==> src/rtl/bank_stream_reader.sv <==
// Drains one bank of the banked shared memory as a valid/ready word stream.
// Define BANK_READER_AUTOADVANCE_EN to keep streaming into following banks until stop_req.
module bank_stream_reader #(
   parameter int no_banks      = 8,
   parameter int word_width    = 4,
   parameter int address_width = 5,
   localparam int bank_w       = (no_banks > 1) ? $clog2(no_banks) : 1
) (
   input  logic                     clk,
   input  logic                     rst,
   input  logic                     start,
   input  logic [bank_w-1:0]        start_bank,
   output logic [no_banks-1:0]      rd_bank_select,
   output logic [address_width-1:0] rd_address,
   input  logic [word_width-1:0]    rd_data,
   output logic [word_width-1:0]    out_data,
   output logic                     out_valid,
   input  logic                     out_ready,
   output logic                     out_last,
`ifdef BANK_READER_AUTOADVANCE_EN
   input  logic                     stop_req,
`endif
   output logic                     busy,
   output logic                     err
);

   typedef enum logic [1:0] {IDLE, READ, DRAIN} state_t;

   state_t                   state_q, state_d;
   logic [bank_w-1:0]        bank_q, bank_d;
   logic [address_width-1:0] addr_q, addr_d;
   logic                     inflight_q, inflight_d;
   logic                     inflight_last_q, inflight_last_d;
   logic                     err_q, err_d;
   logic [word_width-1:0]    fifo_data_q [2];
   logic [1:0]               fifo_last_q;
   logic                     wr_ptr_q, rd_ptr_q;
   logic [1:0]               count_q;

   logic       pop, head_last, accept, issue, last_addr, flush;
   logic [1:0] occ;

   assign pop       = (count_q != 2'd0) && out_ready;
   assign head_last = fifo_last_q[rd_ptr_q];
   assign accept    = start && (state_q == IDLE) &&
                      ({1'b0, start_bank} < (bank_w + 1)'(no_banks));
   assign last_addr = (addr_q == {address_width{1'b1}});
   // Occupancy net of this cycle's transfer and capture keeps one read per cycle
   // flowing without ever overfilling the two-entry buffer.
   assign occ       = count_q - {1'b0, pop} + {1'b0, inflight_q};
   assign issue     = (state_q == READ) && (occ < 2'd2);

   always_comb begin
      state_d         = state_q;
      bank_d          = bank_q;
      addr_d          = addr_q;
      inflight_d      = issue;
      inflight_last_d = issue && last_addr;
      err_d           = start && !accept;
      flush           = 1'b0;
      case (state_q)
         IDLE: begin
            if (accept) begin
               state_d = READ;
               bank_d  = start_bank;
               addr_d  = '0;
            end
         end
         READ: begin
            if (issue) begin
               addr_d = addr_q + 1'b1;
               if (last_addr) begin
`ifdef BANK_READER_AUTOADVANCE_EN
                  bank_d = (bank_q == bank_w'(no_banks - 1)) ? '0 : bank_q + 1'b1;
`else
                  state_d = DRAIN;
`endif
               end
            end
`ifdef BANK_READER_AUTOADVANCE_EN
            // Words already fetched from the next bank are discarded on stop.
            if (pop && head_last && stop_req) begin
               state_d         = IDLE;
               addr_d          = '0;
               inflight_d      = 1'b0;
               inflight_last_d = 1'b0;
               flush           = 1'b1;
            end
`endif
         end
         DRAIN: begin
            if (pop && head_last) state_d = IDLE;
         end
         default: state_d = IDLE;
      endcase
   end

   always_ff @(posedge clk or posedge rst) begin
      if (rst) begin
         state_q         <= IDLE;
         bank_q          <= '0;
         addr_q          <= '0;
         inflight_q      <= 1'b0;
         inflight_last_q <= 1'b0;
         err_q           <= 1'b0;
         count_q         <= 2'd0;
         wr_ptr_q        <= 1'b0;
         rd_ptr_q        <= 1'b0;
      end else begin
         state_q         <= state_d;
         bank_q          <= bank_d;
         addr_q          <= addr_d;
         inflight_q      <= inflight_d;
         inflight_last_q <= inflight_last_d;
         err_q           <= err_d;
         count_q         <= flush ? 2'd0 : occ;
         wr_ptr_q        <= flush ? 1'b0 : (wr_ptr_q ^ inflight_q);
         rd_ptr_q        <= flush ? 1'b0 : (rd_ptr_q ^ pop);
      end
   end

   always_ff @(posedge clk or posedge rst) begin
      if (rst) begin
         fifo_data_q[0] <= '0;
         fifo_data_q[1] <= '0;
         fifo_last_q    <= 2'b00;
      end else if (inflight_q && !flush) begin
         fifo_data_q[wr_ptr_q] <= rd_data;
         fifo_last_q[wr_ptr_q] <= inflight_last_q;
      end
   end

   genvar gi;
   generate
      for (gi = 0; gi < no_banks; gi++) begin : g_sel
         assign rd_bank_select[gi] = (state_q != IDLE) && (bank_q == bank_w'(gi));
      end
   endgenerate

   assign rd_address = addr_q;
   assign out_valid  = (count_q != 2'd0);
   assign out_data   = fifo_data_q[rd_ptr_q];
   assign out_last   = out_valid && head_last;
   assign busy       = (state_q != IDLE);
   assign err        = err_q;

endmodule
==> config.mk <==
export PLATFORM = sky130hd
export DESIGN_NAME = bank_stream_reader
export DESIGN_NICKNAME = d
export VERILOG_FILES = /design/src/rtl/bank_stream_reader.sv
export SDC_FILE = /design/constraint.sdc
export NUM_CORES = 1
export LEC_CHECK = 0
export BUFFER_PORTS_ARGS = -buffer_cell sky130_fd_sc_hd__buf_2
export CORE_ASPECT_RATIO = 1.5
export CORE_MARGIN = 10
export CORE_UTILIZATION = 55
export CTS_CLUSTER_DIAMETER = 200
export DETAILED_ROUTE_END_ITERATION = 8
export GPL_ROUTABILITY_DRIVEN = 0
export MAX_ROUTING_LAYER = met4
export PLACE_DENSITY = 0.82
export SLEW_MARGIN = 20
export SYNTH_ARGS = -nofsm -noshare
export SYNTH_HDL_FRONTEND = slang
export SYNTH_SLANG_ARGS = --single-unit
export TNS_END_PERCENT = 20
==> constraint.sdc <==
create_clock -name clk -period 3.11 [get_ports clk]
set_input_delay 0.622 -clock clk [delete_from_list [all_inputs] [get_ports clk]]
set_output_delay 0.622 -clock clk [all_outputs]
set_load 0.02 [all_outputs]
==> results.ini, run 1 <==
[clock_tree]
cts_buffers=3
ctsResizeCount=0
tritoncts=done
clock_sinks=27
clock-root-buffer=clkbuf_4
holdBufCountCts=0
clock_latency_ns=0.33
htree_levels=1
post_cts_buffers=0
clkTransAtPathRegs_ns=0.15
clk_path_buf_depth=2

[finish]
area_delta_synth_final_pct=15.53
drive_above_1_share_pct=38.62
stdcell_count=168
final_common_cell=buf_2
nFillCells=192
most-common-layout-cells=31 x buf_2, 27 x dfrtp_1, 17 x mux2_2
finalNetCount=163
diodes=0

[setup_path]
worst-r2r-cell-count=9
endpoint_kind=flip-flop
crit_path_max_fanout=8
reg2reg_from=count_q[1]
crit_type=reg -> reg
reg2reg_to=rd_address[3]
critPathLaunchType=flip-flop
worstPathRequired_ns=3.39
cp.arrival_ns=2.63
r2r_slack_ns=0.75

[floorplanning]
die_height_um=79.29
die-area_um2=4719
core_area_um2=2233
dieWidth_um=59.53
row_count=21
ioPinCount=32
start_util_pct=57.70

[timing]
fin_setup_tns_ns=0
finalCriticalPeriod_ns=2.356
worst_pin_slew_ns=0.9821
fmax_mhz=424.5
timing.slew.headroom_pct=34.46
clock_skew_ns=0.004525
finalSetupViolCount=0
finalHoldViolCount=0
drv_slew=0
grt_setup_unrepaired=no
post-route-period-util_pct=75.75

[synth]
seq_area_frac_synth_pct=52.43
yosysUniqueCellTypes=31
yosys_warnings=0
synthCells=113
avgSynthCellArea_um2=11.40
ys_ff_latch=27
synth_area_um2=1289
syn-num-nets=130

[pwr]
power_mw=1.618
powerDensity_nw_per_um2=1086
vdd_drop_max_v=0.0005724
leakage_nw=0.7686

[place]
hpwlAfterDp_mm=2.137
dp_cells=164
portBuffers=31

[global_route]
grt_max_degree=28
grtUsageTotal_pct=11.97
grt-ovfl-total=0
grt_pass1_wl_mm=4.381
grt_antenna_before_repair=0
grt_pass1_vias=1013

[detailed_routing]
firstDrtPassIters=5
drt_iter0_drc=52
avgViaCountPerCell=5.601
ant_nets=0
avgRoutedWirePerCell_um=15.92
vias=941
wl_mm=2.674
drcViolationCount=0

[status]
status=completed

[job]
max_cap_violations=0

[hold_path]
min_path_type=in -> async

==> worst max-delay path, stage by stage (launching register included) <==
cell,delay (ns)
dfrtp_1,0.44
o21ai_0,0.34
inv_1,0.09
ha_1,0.28
inv_1,0.04
ha_1,0.18
xnor3_2,0.28
inv_2,0.09
or4_1,0.47
nand3_1,0.10
==> layout make-up <==
class / count / area (µm²) / share of cell area (%)
inverters: 9 / 33.78 / 2.269
repair buffers: 31 / 155.1 / 10.42
clock buffers: 3 / 22.52 / 1.513
well taps: 23 / 28.78 / 1.933
flip-flops and latches: 27 / 675.6 / 45.38
multi-input cells: 74 / 568.0 / 38.15
clock inverters: 1 / 5.005 / 0.3361
==> synthesized netlist by cell type (all sizes together) <==
library cell   n  area (µm²)
dfrtp         27       675.7
mux2          17       191.4
nor2          10       37.54
inv            9       33.78
nand2          7       26.28
ha             6       75.07
nand2b         4       25.02
nand3          4       20.02
clkbuf         3       11.26
o211ai         3       22.52
o21ai          3       15.01
nor3           2       10.01
a211o          1       8.760
a21oi          1       5.000
a31oi          1       6.260
and2           1       6.260
and3           1       6.260
mux2i          1       10.01
nand4          1       6.260
nor2b          1       6.260
nor4           1       6.260
o21bai         1       7.510
o22ai          1       6.260
o31ai          1       7.510
or2            1       6.260
or2b           1       7.510
or3b           1       8.760
or4            1       7.510
xnor2          1       8.760
xnor3          1       23.77
==> flip-flops by register name (all words and copies together) (netlist names) <==
signal / count
fifo_data_q: 8
rd_address: 5
bank_q: 3
count_q: 2
fifo_last_q: 2
state_q: 2
err: 1
inflight_last_q: 1
inflight_q: 1
rd_ptr_q: 1
wr_ptr_q: 1
==> how the worst max path moves through the flow <==
stage	from	to	slack [ns]	cells after the start
2_1_floorplan	out_ready	rd_address[3]	0.89	9
3_3_place_gp	out_ready	rd_address[3]	0.74	10
3_5_place_dp	out_ready	rd_address[3]	0.62	10
4_1_cts	count_q[1]	rd_address[3]	0.73	9
5_1_grt	count_q[1]	rd_address[3]	0.58	9
6_report	count_q[1]	rd_address[3]	0.75	9
==> layer usage <==
layer / GRT usage, % / share of wire, % / vias to the layer above
li1: - / - / 452
met1: 11.69 / 37 / 452
met2: 22.13 / 56 / 31
met3: 2.389 / 5.7 / 6
met4: 4.279 / 1.1 / 0
met5: - / 0 / -
==> power by group <==
group          total (mW)  switching, mW  internal (mW)
logic               0.848          0.476          0.373
clock network       0.154          0.105         0.0483
registers           0.616          0.121          0.495
==> metrics by stage <==
step           utilization [%]  area (µm²)  hold slack [ns]  setup WS [ns]
2_1_floorplan                -        1289           0.4737         0.8902
3_3_place_gp             65.43        1461           0.4798         0.7374
3_5_place_dp             65.43        1461           0.4936         0.6183
4_1_cts                  66.67        1489           0.5085         0.7296
5_1_grt                  66.67        1489           0.5093         0.5823
6_report                 66.67        1489           0.4919         0.7543
==> cell families (layout without fill, tap and decap cells) <==
kind of cell / Yosys count / count (layout) / synth area share (%)
adder cells (fa/ha/maj): 6 / 6 / 5.825
multiplexers: 18 / 18 / 15.63
AND/OR/NAND/NOR: 36 / 36 / 13.98
XOR/XNOR: 2 / 2 / 2.524
flip-flops: 27 / 27 / 52.43
buffers and inverters: 12 / 44 / 3.495
AO/OA/AOI/OAI: 12 / 12 / 6.117
No activity file was read; power rests on OpenSTA's default activity.
==> inputs of run 2 (changes only) <==
Settings changed: CORE_UTILIZATION 55 to 51, PLACE_DENSITY 0.82 to 0.77.
Clock period 3.11 ns to 2.3 ns, I/O delays scaled along.
==> run 2 against run 1 <==
  * Clock power is 31% higher
  * Routed wire length down 6.2%
  * Count of clock-buffer cells in the layout unchanged
  * Maximum frequency is 10% higher
  * First-iteration DRC count fell by 29%
  * Sequential power is 34% higher
  * Setup slack got worse by 0.59 ns
  * Total power up 37%
  * Sequential share of layout area fell by 0.79 points
  * Register-to-register slack worse by 0.59 ns
  * Highest routed layer unchanged
  * Cell area grew 1.8%
  * Largest cell class unchanged
  * Non-clock buffer count rose by 3
==> results.ini, run 2 (same netlist as run 1, synthesis figures left out) <==
[status]
status=completed

[global_route]
grtUsageMet2_pct=19.74  ; -2.4 points
grt_antenna_before_repair=0  ; unchanged
grt_max_degree=28  ; unchanged
grt-busiest-layer=met2
grt_pass1_wl_mm=4.209  ; -3.9%
grtUsageTotal_pct=10.96  ; -1.0 points
grt_use_met3_pct=2.315  ; -0.074 points
grt-ovfl-total=0  ; unchanged
grt_pass1_vias=967  ; -4.5%
grt_use_met1_pct=10.68  ; -1.0 points

[timing]
fin_setup_tns_ns=0  ; unchanged
finalSetupViolCount=0  ; unchanged
drv_slew=0  ; unchanged
grt_setup_unrepaired=no
timing.slew.headroom_pct=78.34  ; +44 points
post-route-period-util_pct=92.76  ; +17 points
finalCriticalPeriod_ns=2.134  ; -0.2222 ns
setup_ws_ns=0.1665  ; -0.5878 ns
clock_skew_ns=0.009472  ; +0.004947 ns
fmax_mhz=468.7  ; +10%
finalHoldViolCount=0  ; unchanged
worst_pin_slew_ns=0.3249  ; -0.6572 ns

[setup_path]
crit_path_max_fanout=6  ; -2
cpLargestDelayFamily=simple AND/OR/NAND/NOR gates
worstPathRequired_ns=2.56  ; -0.83 ns
cp-startpoint=count_q[0]
endpoint_kind=flip-flop
crit_type=reg -> reg
crit_path_top_delay_cell=or4_1
path_cells=o21ai_1 -> inv_1 -> ha_1 -> inv_1 -> ha_1 -> xnor3_2 -> inv_2 -> or4_1 -> nand3_1
reg2reg_from=count_q[0]
critPathLaunchType=flip-flop
max_stage_delay_ns=0.47  ; about the same
critPathBufInv=3  ; unchanged
cp.arrival_ns=2.39  ; -0.24 ns

[finish]
final_common_cell=buf_2
stdcell_count=172  ; +2.4%
largest_register_ffs=8  ; unchanged
drive_above_1_share_pct=39.86  ; +1.2 points
area_delta_synth_final_pct=17.57
diodes=0  ; unchanged
finalNetCount=166  ; +1.8%
final_util_pct=62.55  ; -4.1 points
stdcell_area_um2=1515  ; +1.8%
most-common-layout-cells=31 x buf_2, 27 x dfrtp_1, 17 x mux2_2
regMostFlops=fifo_data_q

[detailed_routing]
avgRoutedWirePerCell_um=14.58  ; -8.4%
ant_nets=0  ; unchanged
drcViolationCount=0  ; unchanged
firstDrtPassIters=5  ; unchanged
drt_iter0_drc=37  ; -29%
wl_mm=2.508  ; -6.2%
vias=925  ; -1.7%
avgViaCountPerCell=5.378  ; -4.0%

[place]
portBuffers=31  ; unchanged
dp_cells=168  ; +2.4%
dp_slack_ns=0.09106  ; -0.5272 ns
hpwlAfterDp_mm=2.032  ; -4.9%
placed_area_um2=1485  ; +1.6%

[clock_tree]
htree_levels=1  ; unchanged
cts_buffers=3  ; unchanged
clock_sinks=27  ; unchanged
clock_latency_ns=0.32  ; about the same
holdBufCountCts=0  ; unchanged
clock-root-buffer=clkbuf_4
tritoncts=done
clkTransAtPathRegs_ns=0.15  ; about the same
clk_path_buf_depth=2  ; unchanged

[floorplanning]
dieWidth_um=61.05  ; +2.6%
core_area_um2=2422  ; +8.5%
die-area_um2=4979  ; +5.5%
start_util_pct=53.20  ; -4.5 points
ioPinCount=32  ; unchanged
die_height_um=81.57  ; +2.9%
row_count=22  ; +4.8%

[job]
max_cap_violations=0  ; unchanged

[hold_path]
min_path_type=in -> async

[pwr]
leakage_nw=0.7791  ; +1.4%
vdd_drop_max_v=0.0008526  ; +49%
powerDensity_nw_per_um2=1461  ; +34%

-- run 2: cell types whose count changed in the layout (fill, tap and decap cells not counted), sizes merged --
| cell | before | now |
|---|---|---|
| clkinvlp | 0 | 1 |
| buf | 31 | 34 |
| clkinv | 1 | 0 |
-- run 2: metal layers --
layer | routed length [µm] | up-vias
met5 | 0 | -
met4 | 41 | 0
met2 | 1387 | 22
met1 | 948 | 441
li1 | - | 458
met3 | 131 | 4
-- run 2: worst register-to-register path, cell delays in order, from the launching register on --
cell and delay, ns:
dfrtp_1 0.43, o21ai_1 0.19, inv_1 0.07, ha_1 0.26, inv_1 0.03, ha_1 0.17, xnor3_2 0.29, inv_2 0.05
or4_1 0.47, nand3_1 0.11
-- run 2: power by group --
group | total, mW | switching, mW | internal [mW]
clock network | 0.202 | 0.136 | 0.0664
logic | 1.18 | 0.640 | 0.543
registers | 0.828 | 0.159 | 0.669
total | 2.21 | 0.935 | 1.28
-- run 2: worst paths after layout --
| check | to | slack (ns) | cells after the start |
|---|---|---|---|
| max | rd_address[3] | 0.17 | 9 |
| min | fifo_data_q[3] | 0.15 | 3 |
| max reg2reg | rd_address[3] | 0.17 | 9 |
| min reg2reg | fifo_data_q[1] | 0.52 | 1 |
| max in group asynchronous | rd_address[0] | 1.89 | 3 |
| min in group clk | bank_q[0] | 0.35 | 2 |
-- run 2: final cells by class --
| cell class | count | area [µm²] |
|---|---|---|
| fillers | 218 | 907.1 |
| flip-flops and latches | 27 | 675.6 |
| multi-input cells | 74 | 568.0 |
| repair buffers | 34 | 177.7 |
| inverters | 9 | 33.78 |
| well taps | 24 | 30.03 |
| clock buffers | 3 | 22.52 |
| clock inverters | 1 | 7.507 |
-- run 2: repair_timing --
action,in CTS,in global routing
buffers inserted,0,0
endpoints found under the hold margin,0,0
resized for setup,0,1
endpoints found under the setup margin,0,1
-- run 2: through the flow --
stage          power [mW]  hold slack, ns
2_1_floorplan       1.672          0.4737
3_3_place_gp        1.984          0.4818
3_5_place_dp        2.046          0.4953
4_1_cts             2.246          0.1598
5_1_grt             2.407          0.1569
6_report            2.214          0.1536
